<file path="src/rtl/mul_unit.sv">
`default_nettype none
// ------------------------------------------------------------------
// mul_unit : iterative radix-2 shift-add multiplier (MUL/UMULL/SMULL)
// Revision : 1.0
// ------------------------------------------------------------------
module mul_unit #(
  parameter int WIDTH = 32
) (
  input  logic             clk,
  input  logic             reset,
  input  logic             Start,
  input  logic [1:0]       MulOp,
  input  logic [WIDTH-1:0] SrcA,
  input  logic [WIDTH-1:0] SrcB,
  output logic [WIDTH-1:0] ResultLo,
  output logic [WIDTH-1:0] ResultHi,
  output logic             Busy,
  output logic             Done,
  output logic [1:0]       MulFlags
);

  localparam logic [5:0] LAST_STEP = 6'(WIDTH - 1);

  typedef enum logic [1:0] {
    IDLE = 2'd0,
    RUN  = 2'd1,
    DONE = 2'd2
  } state_t;

  state_t state;
  state_t state_next;

  logic [2*WIDTH-1:0] mcand;
  logic [2*WIDTH-1:0] acc;
  logic [2*WIDTH-1:0] acc_step;
  logic [2*WIDTH-1:0] product;
  logic [WIDTH-1:0]   mplier;
  logic [WIDTH-1:0]   mag_a;
  logic [WIDTH-1:0]   mag_b;
  logic [5:0]         count;
  logic               sign;
  logic               long_op;
  logic               is_long_in;
  logic               is_smull_in;
  logic [1:0]         flags_next;

  always_ff @(posedge clk) begin
    if (reset) state <= IDLE;
    else       state <= state_next;
  end

  always_comb begin
    state_next = state;
    Busy       = 1'b0;
    Done       = 1'b0;
    case (state)
      IDLE: if (Start) state_next = RUN;
      RUN: begin
        Busy = 1'b1;
        if (count == LAST_STEP) state_next = DONE;
      end
      DONE: begin
        Busy       = 1'b1;
        Done       = 1'b1;
        state_next = IDLE;
      end
      default: state_next = IDLE;
    endcase
  end

  // SMULL multiplies magnitudes and fixes the sign at the end; 0x80000000 stays 2^31 unsigned.
  always_comb begin
    is_smull_in = (MulOp == 2'b10);
    is_long_in  = (MulOp == 2'b01) || is_smull_in;
    mag_a       = (is_smull_in && SrcA[WIDTH-1]) ? -SrcA : SrcA;
    mag_b       = (is_smull_in && SrcB[WIDTH-1]) ? -SrcB : SrcB;
    acc_step    = mplier[0] ? (acc + mcand) : acc;
    product     = sign ? -acc_step : acc_step;
    if (long_op) flags_next = {product[2*WIDTH-1], product == '0};
    else         flags_next = {product[WIDTH-1], product[WIDTH-1:0] == '0};
  end

  always_ff @(posedge clk) begin
    if (reset) begin
      mcand    <= '0;
      mplier   <= '0;
      acc      <= '0;
      count    <= '0;
      sign     <= 1'b0;
      long_op  <= 1'b0;
      ResultLo <= '0;
      ResultHi <= '0;
      MulFlags <= '0;
    end else begin
      case (state)
        IDLE: begin
          if (Start) begin
            mcand   <= {{WIDTH{1'b0}}, mag_a};
            mplier  <= mag_b;
            acc     <= '0;
            count   <= '0;
            sign    <= is_smull_in & (SrcA[WIDTH-1] ^ SrcB[WIDTH-1]);
            long_op <= is_long_in;
          end
        end
        RUN: begin
          acc    <= acc_step;
          mcand  <= mcand << 1;
          mplier <= mplier >> 1;
          count  <= count + 6'd1;
          // Final step: commit the signed result straight from the last partial sum.
          if (count == LAST_STEP) begin
            ResultLo <= product[WIDTH-1:0];
            ResultHi <= long_op ? product[2*WIDTH-1:WIDTH] : '0;
            MulFlags <= flags_next;
          end
        end
        default: ;
      endcase
    end
  end

endmodule
`default_nettype wire

</file>
<file path="config.mk">
export PLATFORM = sky130hd
export DESIGN_NAME = mul_unit
export DESIGN_NICKNAME = d
export VERILOG_FILES = /design/src/rtl/mul_unit.sv
export SDC_FILE = /design/constraint.sdc
export NUM_CORES = 1
export LEC_CHECK = 0
export CAP_MARGIN = 10
export CORE_MARGIN = 2
export CORE_UTILIZATION = 35
export DETAILED_ROUTE_END_ITERATION = 8
export SLEW_MARGIN = 10
export SYNTH_ARGS = -nofsm -noshare
export SYNTH_HDL_FRONTEND = slang
export SYNTH_SLANG_ARGS = --single-unit
</file>
<file path="constraint.sdc">
create_clock -name clk -period 5.7 [get_ports clk]
set_input_delay 1.14 -clock clk [delete_from_list [all_inputs] [get_ports clk]]
set_output_delay 1.14 -clock clk [all_outputs]
set_load 0.05 [all_outputs]
</file>
==> impl_results.md, run 1 <==
* Yosys warnings at 0
* Critical R2R Launch: acc[6]
* Worst-Margin Slew at 1.07 ns
* Distinct cell type count after synthesis at 97
* Die width at 226 um
* Number of synthesized flops with an enable pin at 0
* Vias at 17900
* CP max-delay cell: o311ai_0
* Clock Latency Late Sink at 0.58 ns
* I/O pins at 137
* Non-Filler Instances at 3110
* Pre-CTS WS at 0.00567 ns
* Total CTS buffers at 28
* CP Buf/Inv Count at 2
* Setup violations, final at 0
* Critical R2R Capture: MulFlags[0]
* Most frequent cells in the layout: nor2_1, nand2_1, dfxtp_1
* GRT Util Overall at 23.0%
* Min Hold Slack at 0.450 ns
* Main area contributors after synthesis: dfxtp_1, nor2_1, a21oi_1
* Clock sinks at 236
* Critical Path RT at 6.22 ns
* FP Rows at 81
* Hpwl dp at 45.4 mm
* Number of global-route vias before repair at 17000
* Max-Cap Viols at 0
* Final hold viol count at 0
* Number of synthesized register bits at 236
* Placed cell count at 3055
* Root Buffer: clkbuf_16
* Ordered list of cells on the worst path: ha_1 > nand2_1 > nor2_1 > a21oi_4 > o311ai_0 > a221oi_1 > buf_4 > xor2_1 > nor2_1 > or3_1 > or3_1 > or2_1 > buf_4 > or4_1 > a21oi_1 > o211ai_1 > o41ai_2 > a31o_1
* Commonest non-fill, non-tap cell in the layout: nor2_1
* CTS Hold Bufs at 0
* Synth Instances at 2334
* Clock Skew at 0.0145 ns
* Hold crit path type: reg2reg
* Run status: finished, final reports clean
* DRT iter0 DRCs at 1388
* Antenna Violating Nets Remaining at 0
* Period utilization at 97.1%
* Max Freq at 181 MHz
* Fin crit period at 5.54 ns
* Area Overhead vs Synth at 19.9%
* Top FF cell, synth: dfxtp_1
* Crit path max fanout at 10
* Total power at 4.60 mW
* Crit path from: acc[6]
* Hold EP: mplier[10]
* P per Cell Area at 223 nW/um2
* Chip height at 226 um
* Antenna diodes at 0
* GP Congestion at 0.958
* Reg2reg setup slack at 0.16 ns
* Via/cell ratio at 5.76
* Die area at 51100 um2
* Global-route wire length before repair at 94.2 mm
* H-tree depth at 1
* Largest net degree at the start of global routing at 124
* Final WS setup at 0.164 ns
* Min-delay src: mplier[10]
* Crit path DAT at 6.05 ns
* Total gr overflow at 0
* Initial antenna violation count at 0
* Nets at 2565
* Register area share after synthesis at 27.4%
* Setup crit start kind: flop
* Clk pin slew, worst setup/hold paths at 0.06 ns
* Synth Area per Inst at 7.39 um2
* CTS tree: yes
* IO Port Bufs at 136
* Longest Clk Path Bufs at 3
* Reg2reg path depth at 18
* Synth top area share at 27.4%
* Slew HR at 28.6%
* Peak supply drop at 0.220 mV
* DRT Pass-1 Iters at 9
* Top Family by Delay on Critical Path: simple AND/OR/NAND/NOR gates
* Core ar. at 48700 um2
* Mapped Nets at 2475
* Final Slew Violations at 0
* DRC viols at 0
* P_leak at 7.52 nW
* Post-synth ARST share at 0%
* Initial Util at 35.4%
* Detailed Route WL at 60.3 mm
* Kind of critical path: reg2reg
* Drt wl/cell at 19.4 um
* Layout cells sized above 1 at 9.32%
* Netlist Area Pre-Place at 17200 um2
* Depth of the worst hold-timing path at 2
* Fin Setup TNS at 0 ns
* Crit path largest cell delay at 0.62 ns
* Worst setup EP type: flop
* Cell taking the most area after synthesis: dfxtp_1
-- power breakdown --
group          total [mW]  switching [mW]  internal (mW)
clock                2.00           0.774           1.22
combinational       0.864           0.546          0.318
sequential           1.74          0.0476           1.70
total                4.60            1.37           3.23
-- stage by stage --
| stage | util [%] | cell area (um2) |
|---|---|---|
| global placement | 39.9 | 19500 |
| floorplan | - | 17200 |
| finish | 42.4 | 20700 |
| detailed placement | 39.9 | 19500 |
| CTS | 42.0 | 20500 |
| global route | 42.4 | 20700 |
-- worst register-to-register path: cells and delay by family (launching register included) --
kind | cells | cell delay, ns
AO/OA/AOI/OAI | 7 | 1.70
XOR/XNOR | 1 | 0.21
adder cells (fa/ha/maj) | 1 | 0.50
buffers and inverters | 2 | 0.38
flip-flops | 1 | 0.34
AND/OR/NAND/NOR | 7 | 2.36
-- worst max-delay path by stage --
stage	slack, ns	depth (start not counted)	to
global route	-0.001	19	MulFlags[0]
global placement	0.06	17	MulFlags[0]
floorplan	0.57	20	MulFlags[0]
CTS	0.01	19	MulFlags[0]
finish	0.16	18	MulFlags[0]
detailed placement	0.006	17	MulFlags[0]
-- sequential cells by signal (all words and copies together) (netlist names) --
signal and cells:
state 2, MulFlags 2, acc 64, mcand 64
sign 1, count 6, mplier 32, long_op 1
ResultHi 32, ResultLo 32
-- synth_stat cells (8+ instances only) --
master,number
nor2_1,378
nand2_1,250
dfxtp_1,236
a21oi_1,208
clkbuf_1,123
o21ai_0,115
a22oi_1,100
xnor2_1,92
ha_1,71
xor2_1,52
nor3_1,51
nand4_1,44
o31ai_1,38
inv_1,37
a222oi_1,30
nand3_1,29
or3_1,28
a21o_1,26
nor4_1,25
mux2i_1,22
o211ai_1,21
a31oi_1,20
buf_2,20
nand2b_1,19
a211oi_1,18
o21a_1,15
or4_1,14
and2_1,12
buf_1,12
nor2b_1,10
o2111ai_1,10
o21ai_1,10
o41ai_1,10
and3_1,9
o21bai_1,9
o31a_1,9
or2_2,9
a211o_1,8
a21oi_2,8
-- routing by layer --
metal | vias to the layer above | share of wire [%] | GRT usage (%)
li1 | 8766 | - | -
met1 | 8607 | 44 | 29.5
met2 | 451 | 48 | 39.7
met3 | 85 | 4.7 | 3.10
met4 | 0 | 3.4 | 7.63
met5 | - | 0 | 0
-- logic make-up after synthesis --
logic type                 after synthesis  synth area share (%)
muxes                                   29                  1.75
DFF                                    236                  27.4
and+or+nand+nor                        922                  24.5
buffers and inverters                  197                  4.56
adders and majority gates               72                  5.27
xor gates and xnor gates               144                  7.31
AOI/OAI and AO/OA                      734                  29.2
-- cell type report --
cell class	count	area [um2]
Fill cell	5005	28100
Timing Repair Buffer	220	2020
Clock buffer	37	805
Tap cell	664	831
Clock inverter	15	229
Inverter	37	139
Sequential cell	236	4730
Multi-Input combinational cell	1901	11900
-- timing repair --
action                                  4_1_cts  5_1_grt
endpoints found under the setup margin        1        4
pin swaps                                     0       11
buffers inserted                              0        3
resized for setup                             2       39
Note: power is estimated with default switching activity, not from simulation.
==> inputs of run 2 (changes only) <==
Settings changed: GPL_ROUTABILITY_DRIVEN from default to 0.
==> run 2 against run 1 <==
The run now ends with DRC left. Via count up 0.32%. Sequential share of layout area up 0.28 points. Design area down 1.2%. Routed wire length down 2.8%. Hold slack worse by 0.0023 ns. Global-route usage down 0.79 points. Total power down 4.6%. Critical path type unchanged. Largest cell class unchanged. Largest power group unchanged.
==> impl_results.md, run 2 (synthesis gave the netlist of run 1 again) <==
* DRT iter0 DRCs at 1701
* Largest net degree at the start of global routing at 92
* Initial antenna violation count at 0
* Drt wl/cell at 19.0 um
* Die area at 51100 um2
* Critical R2R Launch: acc[30]
* Clock Latency Late Sink at 0.58 ns
* Setup crit start kind: flop
* Crit path from: acc[30]
* Clock Skew at 0.0172 ns
* H-tree depth at 1
* Max-Cap Viols at 0
* Core ar. at 48700 um2
* DRT Pass-1 Iters at 9
* Vias at 18000
* I/O pins at 137
* Crit path DAT at 6.05 ns
* Chip height at 226 um
* Fin crit period at 5.53 ns
* Hold crit path type: reg2reg
* DRC viols at 3
* Critical R2R Capture: MulFlags[0]
* Max Freq at 181 MHz
* Initial Util at 35.4%
* Worst-Margin Slew at 1.05 ns
* Placed cell count at 3037
* Setup violations, final at 0
* GRT Util Overall at 22.2%
* Final core utilization at 41.9%
* Reg2reg path depth at 18
* Global-route wire length before repair at 91.3 mm
* Commonest non-fill, non-tap cell in the layout: nor2_1
* Total gr overflow at 0
* Min-delay src: mplier[13]
* Die width at 226 um
* Root Buffer: clkbuf_16
* Final hold viol count at 0
* Fin Setup TNS at 0 ns
* IO Port Bufs at 136
* Run status: complete, but fails checks
* Kind of critical path: reg2reg
* Nets at 2549
* Total CTS buffers at 27
* Layout cells sized above 1 at 8.94%
* Hold EP: mplier[13]
* Period utilization at 97.0%
* Non-Filler Instances at 3092
* Area Overhead vs Synth at 18.5%
* Antenna diodes at 0
* Antenna Violating Nets Remaining at 0
* Failing checks: DRC
* Critical Path RT at 6.22 ns
* Peak supply drop at 0.191 mV
* Via/cell ratio at 5.81
* Most frequent cells in the layout: nor2_1, nand2_1, dfxtp_1
* CTS tree: yes
* Number of global-route vias before repair at 16800
* Slew HR at 29.1%
* Hpwl dp at 43.8 mm
* Longest Clk Path Bufs at 3
* Final Slew Violations at 0
* Reg2reg setup slack at 0.17 ns
* Crit path max fanout at 9
* Clock sinks at 236
* Clk pin slew, worst setup/hold paths at 0.07 ns
* Largest registers: acc (64), mcand (64)
* P_leak at 7.37 nW
* Depth of the worst hold-timing path at 2
* P per Cell Area at 215 nW/um2
* Worst setup EP type: flop
* Detailed Route WL at 58.6 mm
* FP Rows at 81
==> run 2: cell types whose count changed in the layout (fill, tap and decap cells not counted), sizes merged <==
| cell | previous run | this run |
|---|---|---|
| buf | 85 | 70 |
| bufinv | 5 | 2 |
| clkbuf | 37 | 36 |
| clkinv | 5 | 6 |
==> run 2: final cells by class <==
| class | count | area, um2 |
|---|---|---|
| inverters | 37 | 139 |
| multi-input cells | 1901 | 12000 |
| repair buffers | 205 | 1880 |
| clock inverters | 13 | 133 |
| clock buffers | 36 | 759 |
| well taps | 664 | 831 |
| flip-flops and latches | 236 | 4730 |
| fillers | 4988 | 28300 |
==> run 2: routing by layer <==
layer / up-vias / track usage (%) / wire length [um]
li1: 8728 / - / -
met1: 8561 / 28.5 / 25300
met2: 555 / 37.6 / 27600
met3: 122 / 3.25 / 3280
met4: 0 / 8.59 / 2470
met5: - / 0 / 0
==> run 2: power by group <==
part           total, mW  switching (mW)  internal [mW]
Sequential          1.74          0.0412           1.70
Combinational      0.860           0.546          0.315
Clock               1.79           0.768           1.02
==> run 2: repair_timing <==
action,in CTS,in global routing
gates resized for setup,3,48
hold buffers,0,0
buffers inserted,0,6
setup endpoints to repair,1,4
pin swaps,0,15
==> run 2: through the flow <==
stage	cell area, um2	setup slack (ns)	total power [mW]	hold slack, ns
5_1_grt	20400	-0.0449	4.56	0.463
4_1_cts	20200	0.0102	4.39	0.452
2_1_floorplan	17200	0.568	2.32	0.432
6_report	20400	0.170	4.39	0.447
3_5_place_dp	19300	-0.00958	2.60	0.444
3_3_place_gp	19300	0.0808	2.59	0.439
==> run 2: critical path, stage by stage, from the launching register on <==
cell and delay (ns):
dfxtp_1 0.43, ha_1 0.38, a21oi_1 0.28, o21ai_0 0.19
a31oi_1 0.17, o21ai_0 0.17, or4_4 0.46, a31oi_4 0.31
or3b_1 0.40, or4_4 0.50, or3_4 0.45, buf_4 0.18
o31ai_2 0.19, xnor2_1 0.12, nor4_2 0.27, buf_4 0.16
nand4b_1 0.18, o41ai_2 0.43, a31o_1 0.19
==> run 2: worst max path at each step <==
stage	end	slack (ns)	cells past startpoint
floorplan	MulFlags[0]	0.57	20
global placement	MulFlags[0]	0.08	21
detailed placement	MulFlags[0]	-0.01	20
CTS	MulFlags[0]	0.01	21
global route	MulFlags[0]	-0.04	21
finish	MulFlags[0]	0.17	18
